`config.mk`:
```
export PLATFORM = sky130hd
export DESIGN_NAME = rf_write_arbiter
export DESIGN_NICKNAME = d
export VERILOG_FILES = /design/src/rtl/rf_write_arbiter.sv
export SDC_FILE = /design/constraint.sdc
export NUM_CORES = 1
export LEC_CHECK = 0
export BUFFER_PORTS_ARGS = -buffer_cell sky130_fd_sc_hd__buf_2
export CORE_ASPECT_RATIO = 2
export CORE_UTILIZATION = 48
export DETAILED_ROUTE_END_ITERATION = 8
export GPL_ROUTABILITY_DRIVEN = 0
export PLACE_DENSITY_LB_ADDON = 0.1
export REMOVE_ABC_BUFFERS = 1
export SLEW_MARGIN = 25
export SYNTH_ARGS = -nofsm -noshare
export SYNTH_HDL_FRONTEND = slang
export SYNTH_SLANG_ARGS = --single-unit
```
`constraint.sdc`:
```
create_clock -name clk -period 3.45 [get_ports clk]
set_input_delay 0.69 -clock clk [delete_from_list [all_inputs] [get_ports clk]]
set_output_delay 0.69 -clock clk [all_outputs]
set_load 0.02 [all_outputs]
```
`src/rtl/rf_write_arbiter.sv`:
```
// rf_write_arbiter
// Shares the register file's single write port between pipeline writeback
// (wb), load return (ld) and debug write (dbg). wb has fixed priority, ld and
// dbg alternate round robin, and an ld/dbg requester that has been blocked
// STARVE_LIMIT consecutive cycles overrides wb. The winning write is
// registered and presented to the register file one cycle after acceptance.
module rf_write_arbiter #(
  parameter int unsigned STARVE_LIMIT     = 8,
  parameter bit          ZERO_REG_PROTECT = 1'b1
) (
  input  logic        clk,
  input  logic        rst,
  input  logic        wb_valid,
  output logic        wb_ready,
  input  logic [3:0]  wb_reg,
  input  logic [15:0] wb_data,
  input  logic        ld_valid,
  output logic        ld_ready,
  input  logic [3:0]  ld_reg,
  input  logic [15:0] ld_data,
  input  logic        dbg_valid,
  output logic        dbg_ready,
  input  logic [3:0]  dbg_reg,
  input  logic [15:0] dbg_data,
  output logic [3:0]  rf_dst_reg,
  output logic        rf_write_reg,
  output logic [15:0] rf_dst_data,
  output logic        rf_disable_bypass,
  output logic [1:0]  grant_src
);

  localparam logic [7:0] LIMIT = 8'(STARVE_LIMIT);

  typedef enum logic [1:0] {
    SRC_NONE = 2'd0,
    SRC_WB   = 2'd1,
    SRC_LD   = 2'd2,
    SRC_DBG  = 2'd3
  } src_e;

  // rr_ptr: 0 favours ld, 1 favours dbg
  logic        rr_ptr_q, rr_ptr_d;
  logic [7:0]  ld_cnt_q, ld_cnt_d;
  logic [7:0]  dbg_cnt_q, dbg_cnt_d;

  logic [3:0]  dst_reg_q, dst_reg_d;
  logic [15:0] dst_data_q, dst_data_d;
  logic        write_q, write_d;
  logic        bypass_q, bypass_d;
  src_e        src_q, src_d;

  src_e        win_s;
  logic        ld_starved_s, dbg_starved_s;
  logic [3:0]  sel_reg_s;
  logic [15:0] sel_data_s;

  assign ld_starved_s  = ld_valid  && (ld_cnt_q  == LIMIT);
  assign dbg_starved_s = dbg_valid && (dbg_cnt_q == LIMIT);

  // Grant selection: starvation override, then wb priority, then round robin.
  // Nothing is granted while reset is asserted.
  always_comb begin
    win_s = SRC_NONE;
    if (rst) begin
      win_s = SRC_NONE;
    end else if (ld_starved_s && dbg_starved_s) begin
      win_s = rr_ptr_q ? SRC_DBG : SRC_LD;
    end else if (ld_starved_s) begin
      win_s = SRC_LD;
    end else if (dbg_starved_s) begin
      win_s = SRC_DBG;
    end else if (wb_valid) begin
      win_s = SRC_WB;
    end else if (ld_valid && dbg_valid) begin
      win_s = rr_ptr_q ? SRC_DBG : SRC_LD;
    end else if (ld_valid) begin
      win_s = SRC_LD;
    end else if (dbg_valid) begin
      win_s = SRC_DBG;
    end else begin
      win_s = SRC_NONE;
    end
  end

  assign wb_ready  = (win_s == SRC_WB);
  assign ld_ready  = (win_s == SRC_LD);
  assign dbg_ready = (win_s == SRC_DBG);

  // Next-state for round-robin pointer, starve counters and the output stage.
  always_comb begin
    rr_ptr_d   = rr_ptr_q;
    ld_cnt_d   = ld_cnt_q;
    dbg_cnt_d  = dbg_cnt_q;
    sel_reg_s  = 4'd0;
    sel_data_s = 16'd0;

    case (win_s)
      SRC_WB:  begin sel_reg_s = wb_reg;  sel_data_s = wb_data;  end
      SRC_LD:  begin sel_reg_s = ld_reg;  sel_data_s = ld_data;  rr_ptr_d = 1'b1; end
      SRC_DBG: begin sel_reg_s = dbg_reg; sel_data_s = dbg_data; rr_ptr_d = 1'b0; end
      default: begin sel_reg_s = 4'd0;    sel_data_s = 16'd0;    end
    endcase

    // A counter only runs while its requester waits; it saturates at the limit.
    if (!ld_valid || (win_s == SRC_LD)) begin
      ld_cnt_d = 8'd0;
    end else if (ld_cnt_q != LIMIT) begin
      ld_cnt_d = ld_cnt_q + 8'd1;
    end else begin
      ld_cnt_d = ld_cnt_q;
    end

    if (!dbg_valid || (win_s == SRC_DBG)) begin
      dbg_cnt_d = 8'd0;
    end else if (dbg_cnt_q != LIMIT) begin
      dbg_cnt_d = dbg_cnt_q + 8'd1;
    end else begin
      dbg_cnt_d = dbg_cnt_q;
    end

    src_d    = win_s;
    bypass_d = (win_s == SRC_DBG);
    if (win_s != SRC_NONE) begin
      // Writes to R0 still complete the handshake but may be suppressed here.
      write_d    = !(ZERO_REG_PROTECT && (sel_reg_s == 4'd0));
      dst_reg_d  = sel_reg_s;
      dst_data_d = sel_data_s;
    end else begin
      write_d    = 1'b0;
      dst_reg_d  = dst_reg_q;
      dst_data_d = dst_data_q;
    end
  end

  // State and output registers; reset drops any write not yet presented.
  always_ff @(posedge clk or posedge rst) begin
    if (rst) begin
      rr_ptr_q   <= 1'b0;
      ld_cnt_q   <= 8'd0;
      dbg_cnt_q  <= 8'd0;
      dst_reg_q  <= 4'd0;
      dst_data_q <= 16'd0;
      write_q    <= 1'b0;
      bypass_q   <= 1'b0;
      src_q      <= SRC_NONE;
    end else begin
      rr_ptr_q   <= rr_ptr_d;
      ld_cnt_q   <= ld_cnt_d;
      dbg_cnt_q  <= dbg_cnt_d;
      dst_reg_q  <= dst_reg_d;
      dst_data_q <= dst_data_d;
      write_q    <= write_d;
      bypass_q   <= bypass_d;
      src_q      <= src_d;
    end
  end

  assign rf_dst_reg        = dst_reg_q;
  assign rf_dst_data       = dst_data_q;
  assign rf_write_reg      = write_q;
  assign rf_disable_bypass = bypass_q;
  assign grant_src         = src_q;

endmodule

```
==> results of run 1 <==
## stage by stage
step,setup WS (ns),hold slack (ns)
finish,0.369,0.486
floorplan,0.0644,0.480
global placement,0.630,0.464
CTS,0.347,0.492
global route,0.206,0.510
detailed placement,0.636,0.473
## final cells by class
class | count | area [um2] | area share, %
clock inverters | 3 | 17.5 | 0.615
multi-input cells | 150 | 1060 | 37.4
flip-flops and latches | 41 | 1030 | 36.0
clock buffers | 5 | 68.8 | 2.41
repair buffers | 97 | 500 | 17.6
well taps | 55 | 68.8 | 2.41
inverters | 27 | 104 | 3.64
## power breakdown
part,total [W],switching [W],internal [W]
Combinational,0.000315,0.000187,0.000128
Sequential,0.000562,0.0000302,0.000532
Clock,0.000316,0.000176,0.000140
## worst min-delay path: stages (launching register included)
cell and delay (ns):
dfrtp_1 0.35, nand2_1 0.05, o21ai_0 0.06
## worst max path at each step
| stage | cells past startpoint | start | slack [ns] | to |
|---|---|---|---|---|
| after floorplan | 4 | rst | 0.06 | wb_ready |
| after global placement | 7 | dbg_valid | 0.63 | ld_ready |
| after detailed placement | 7 | dbg_valid | 0.64 | ld_ready |
| after CTS | 9 | ld_cnt_q[0]$_DFFE_PP0P_ | 0.35 | ld_ready |
| after global routing | 9 | ld_cnt_q[0]$_DFFE_PP0P_ | 0.21 | ld_ready |
| final | 9 | ld_cnt_q[0]$_DFFE_PP0P_ | 0.37 | ld_ready |
## cells in the final DEF (no fill, tap or decap), types with 3 or more instances in the layout
cell      instances
nand2b_1          3
clkbuf_8          5
xor2_1            7
xnor2_1           4
ha_1              4
o21ai_0           7
a21oi_1           3
dfrtp_1          41
o221ai_1          3
mux2_2            7
mux2i_1          13
a222oi_1         10
nand3_1           7
buf_4             6
nor2_1           22
nand2_1          21
nand3b_1          8
inv_1            24
o31ai_1           7
buf_2            91
a31oi_1           3
## per-layer routing
layer | global-route usage [%] | wire length [um] | up-vias
li1 | - | - | 984
met1 | 27.7 | 2220 | 969
met4 | 8.33 | 74 | 0
met5 | 0 | 0 | -
met2 | 43.1 | 2990 | 76
met3 | 4.13 | 249 | 6
## cells by family after synthesis
family | count (synthesis) | share of synthesized area, %
flip-flops | 41 | 45.2
XOR/XNOR | 11 | 4.24
buffers and inverters | 38 | 7.88
AND/OR/NAND/NOR | 73 | 17.2
multiplexers | 20 | 9.21
AO/OA/AOI/OAI | 42 | 14.1
adder cells (fa/ha/maj) | 4 | 2.21
==> results.json, run 1 <==
{
  "outcome": "complete, no violations",
  "diodes": 0,
  "grt_max_degree": 27,
  "max-vdd-ir-drop_v": 0.000295,
  "portBuffers": 91,
  "rsz0062_at_grt": "false",
  "finalSetupTns_ns": 0,
  "grt_pass1_wl_mm": 9.21,
  "crit_chain": "inv_1 > ha_1 > nor3b_1 > nand3_1 > a22o_1 > nand2_8 > inv_4 > nor2_1 > buf_2",
  "ys_ff_latch": 41,
  "nFillCells": 450,
  "drv_slew": 0,
  "synth_seq_area_share_pct": 45.2,
  "clock_sinks": 41,
  "reg2reg_from": "ld_cnt_q[0]$_DFFE_PP0P_",
  "drtPass1Iterations": 4,
  "grt.total_usage_pct": 24.0,
  "path_class": "flop to output port",
  "synth_area_mm2": 0.00227,
  "period_share_pct": 89.3,
  "antenna_found_initial": 0,
  "startpoint_type": "flop",
  "synth_cell_types": 42,
  "whs_endpoint": "rf_dst_reg[0]$_DFFE_PP0P_",
  "r2r_slack_ns": 1.03,
  "start_util_pct": 49.8,
  "avgViaCountPerCell": 5.38,
  "clock_latency_ns": 0.29,
  "synth_ff_type": "dfrtp_1",
  "drtAntennaViolNets": 0,
  "synth_area_leaders": "dfrtp_1 (45%), mux2i_1 (5.7%), a222oi_1 (4.4%), inv_1 (4.1%), nor2_1 (3.6%)",
  "dp_cells": 370,
  "end_kind": "output port",
  "hold_buffers": 0,
  "cts_resized": 0,
  "synth-edff-count": 0,
  "leakage_nw": 1.46,
  "whs_path_depth": 2,
  "synth.most_common_cell": "dfrtp_1",
  "final_core_util_pct": 62.6,
  "stdcell_area_mm2": 0.00285,
  "hpwl_mm": 4.25,
  "die-area_mm2": 0.00502,
  "hold_viol_final": 0,
  "required_ns": 2.76,
  "place_area_mm2": 0.00276,
  "fmax_ghz": 0.325,
  "finalSetupViolCount": 0,
  "drtIter0Drc": 65,
  "num_rows": 35,
  "root_buffer": "clkbuf_8",
  "fp.dieW_um": 50.6,
  "clkTransAtPathRegs_ns": 0.08,
  "synth_top_area_share_pct": 45.2,
  "ios": 92,
  "core_area_mm2": 0.00455,
  "wl_per_cell_um": 14.6,
  "tritoncts": "done",
  "drc": 0,
  "rr_worst_depth": 9,
  "min_path_type": "flop to flop",
  "vias": 2035,
  "stdcell_count": 378,
  "layout.nets": 391,
  "drive_gt1_share_pct": 37.5,
  "fp.dieH_um": 99.2,
  "cts_buffer_depth": 2,
  "layout-area-overhead-vs-synth_pct": 25.6,
  "finalWirelength_mm": 5.53,
  "path_max_fanout": 19,
  "p_total_w": 0.00119,
  "largest_reg_flops": 16,
  "reg2reg_to": "rf_write_reg$_DFF_PP0_",
  "slowest_stage": "dfrtp_1",
  "yosysWarnings": 0,
  "syn_inst": 229,
  "cap_violations": 0,
  "timing.critical_path.buf_inv": 3,
  "grt.overflow.total": 0,
  "min_period_ns": 3.08,
  "htree_levels": 2,
  "max_slew_margin_pct": 63.4,
  "syn_avg_cell_area_um2": 9.91,
  "worst_slew_pin_slew_ns": 0.545,
  "skew_ns": 0.00494,
  "ys_top_cells_by_count": "dfrtp_1 (41), inv_1 (25), nor2_1 (22)",
  "cp_top_family": "simple AND/OR/NAND/NOR gates",
  "cts_buffers": 5,
  "grt_pass1_vias": 2093,
  "min_from": "rf_dst_reg[0]$_DFFE_PP0P_",
  "post_cts_buffers": 0,
  "critPathArrivalTime_ns": 2.39,
  "power_density_mw_per_mm2": 419,
  "max_stage_delay_ns": 0.42,
  "yosys.area.top_type": "dfrtp_1",
  "ys_async_sr_fraction_pct": 100
}
No activity file was read; power rests on OpenSTA's default activity.
==> run 2, diff against run 1 <==
RECOVER_POWER = 100   (was unset)
==> run 2 against run 1 <==
Effect of this change: combinational power fell by 5%; worst hold slack improved by 0.0027 ns; count of clock-buffer cells in the layout did not move; first-iteration DRC count fell by 6.2%; cell count did not move; critical path type unchanged; power fell by 1.3%; clock power barely moved; die area did not move; global-route usage did not move; largest cell class unchanged.
==> results.json, run 2 (synthesized netlist as in run 1, its figures left out) <==
{
  "outcome": "complete, no violations",
  "max-vdd-ir-drop_v": 0.000292,
  "core_area_mm2": 0.00455,
  "antenna_found_initial": 0,
  "place_area_mm2": 0.00276,
  "finalWirelength_mm": 5.55,
  "clkTransAtPathRegs_ns": 0.08,
  "grt_pass1_wl_mm": 9.21,
  "end_kind": "output port",
  "drtAntennaViolNets": 0,
  "start_util_pct": 49.8,
  "internal_power_w": 0.000784,
  "cts_resized": 0,
  "rsz0062_at_grt": "false",
  "drive_gt1_share_pct": 27.2,
  "nFillCells": 472,
  "cts_buffers": 5,
  "rr_worst_depth": 9,
  "grt.total_usage_pct": 24.0,
  "switching_share_pct": 33.5,
  "critPathArrivalTime_ns": 2.45,
  "reg2reg_from": "ld_cnt_q[0]$_DFFE_PP0P_",
  "path_max_fanout": 19,
  "drv_slew": 0,
  "clock_sinks": 41,
  "wl_per_cell_um": 14.7,
  "drtPass1Iterations": 5,
  "hold_buffers": 0,
  "htree_levels": 2,
  "portBuffers": 91,
  "path_class": "flop to output port",
  "grt_max_degree": 27,
  "ios": 92,
  "reg2reg_to": "rf_dst_data[3]$_DFFE_PP0P_",
  "post_cts_buffers": 0,
  "layout-area-overhead-vs-synth_pct": 23.2,
  "worst_slew_pin_slew_ns": 1.37,
  "p_clk_share_pct": 26.9,
  "period_share_pct": 90.9,
  "startpoint": "ld_cnt_q[0]$_DFFE_PP0P_",
  "fp.dieH_um": 99.2,
  "largest_reg_flops": 16,
  "cts_buffer_depth": 2,
  "drc": 0,
  "vias": 2014,
  "p_sw_w": 0.000395,
  "clock_latency_ns": 0.29,
  "layout.nets": 391,
  "startpoint_type": "flop",
  "hold_viol_final": 0,
  "max_slew_margin_pct": 8.79,
  "die-area_mm2": 0.00502,
  "mostFrequentLayoutCells": "buf_2 (63), dfrtp_1 (41), clkbuf_1 (31), inv_1 (24), nor2_1 (22)",
  "cap_violations": 0,
  "dp_slack_ns": 0.636,
  "grt.overflow.total": 0,
  "power_density_mw_per_mm2": 422,
  "drtIter0Drc": 61,
  "fp.dieW_um": 50.6,
  "endpoint": "ld_ready",
  "diodes": 0,
  "p_comb_share_pct": 25.3,
  "finalSetupViolCount": 0,
  "hpwl_mm": 4.25,
  "finalSetupTns_ns": 0,
  "tritoncts": "done",
  "stdcell_area_mm2": 0.00280,
  "avgViaCountPerCell": 5.33,
  "leakage_nw": 1.37,
  "setup_slack_ns": 0.313,
  "skew_ns": 0.00524,
  "fmax_ghz": 0.319,
  "min_path_type": "flop to flop",
  "final_common_cell": "buf_2",
  "root_buffer": "clkbuf_8",
  "r2r_slack_ns": 0.39,
  "num_rows": 35,
  "min_period_ns": 3.14,
  "power.share.sequential_pct": 47.8,
  "required_ns": 2.76,
  "grt_pass1_vias": 2093
}
[run 2: metrics by stage]
| stage | util, % | hold slack [ns] | power (W) | cells |
|---|---|---|---|---|
| 2_1_floorplan | - | 0.480 | 0.000759 | 218 |
| 3_3_place_gp | 60.7 | 0.464 | 0.000886 | 370 |
| 3_5_place_dp | 60.7 | 0.473 | 0.000890 | 370 |
| 4_1_cts | 62.6 | 0.492 | 0.00121 | 378 |
| 5_1_grt | 61.4 | 0.502 | 0.00124 | 378 |
| 6_report | 61.4 | 0.489 | 0.00118 | 378 |
[run 2: worst min path at each step]
stage	start	endpoint	slack (ns)	depth (start not counted)
3_3_place_gp	rf_dst_reg[0]$_DFFE_PP0P_	rf_dst_reg[0]$_DFFE_PP0P_	0.46	2
3_5_place_dp	rf_dst_reg[1]$_DFFE_PP0P_	rf_dst_reg[1]$_DFFE_PP0P_	0.47	2
2_1_floorplan	rr_ptr_q$_DFFE_PP0P_	rr_ptr_q$_DFFE_PP0P_	0.48	2
4_1_cts	rf_dst_reg[1]$_DFFE_PP0P_	rf_dst_reg[1]$_DFFE_PP0P_	0.49	2
5_1_grt	rf_dst_reg[1]$_DFFE_PP0P_	rf_dst_reg[1]$_DFFE_PP0P_	0.50	2
6_report	rf_dst_reg[0]$_DFFE_PP0P_	rf_dst_reg[0]$_DFFE_PP0P_	0.49	2
[run 2: power by group through the flow]
stage                     clock, W  sequential (W)  combinational [W]
after global placement           0        0.000571           0.000315
final                     0.000317        0.000564           0.000298
after CTS                 0.000328        0.000563           0.000319
after detailed placement         0        0.000570           0.000320
after global routing      0.000345        0.000571           0.000328
after floorplan                  0        0.000624           0.000135
[run 2: final cells by class]
cell class                      count  area (um2)  share of cell area (%)
Sequential cell                    41        1030                    36.7
Timing Repair Buffer               97         454                    16.2
Multi-Input combinational cell    150        1060                    37.8
Tap cell                           55        68.8                    2.46
Clock buffer                        5        68.8                    2.46
Clock inverter                      3        17.5                   0.627
Inverter                           27         104                    3.72
[run 2: metal layers]
metal / vias to the layer above / routed length [um] / track usage (%) / part of all wire, %
met4: 0 / 74 / 8.33 / 1.3
met2: 70 / 3000 / 43.1 / 54
met3: 5 / 223 / 4.13 / 4.0
li1: 985 / - / - / -
met5: - / 0 / 0 / 0
met1: 954 / 2250 / 27.7 / 41
[run 2: critical path, stage by stage (launching register included)]
cell      delay, ns
dfrtp_1        0.42
inv_1          0.07
ha_1           0.14
nor3b_1        0.27
nand3_1        0.18
a22o_1         0.38
nand2_8        0.22
inv_4          0.11
nor2_1         0.09
clkbuf_1       0.25
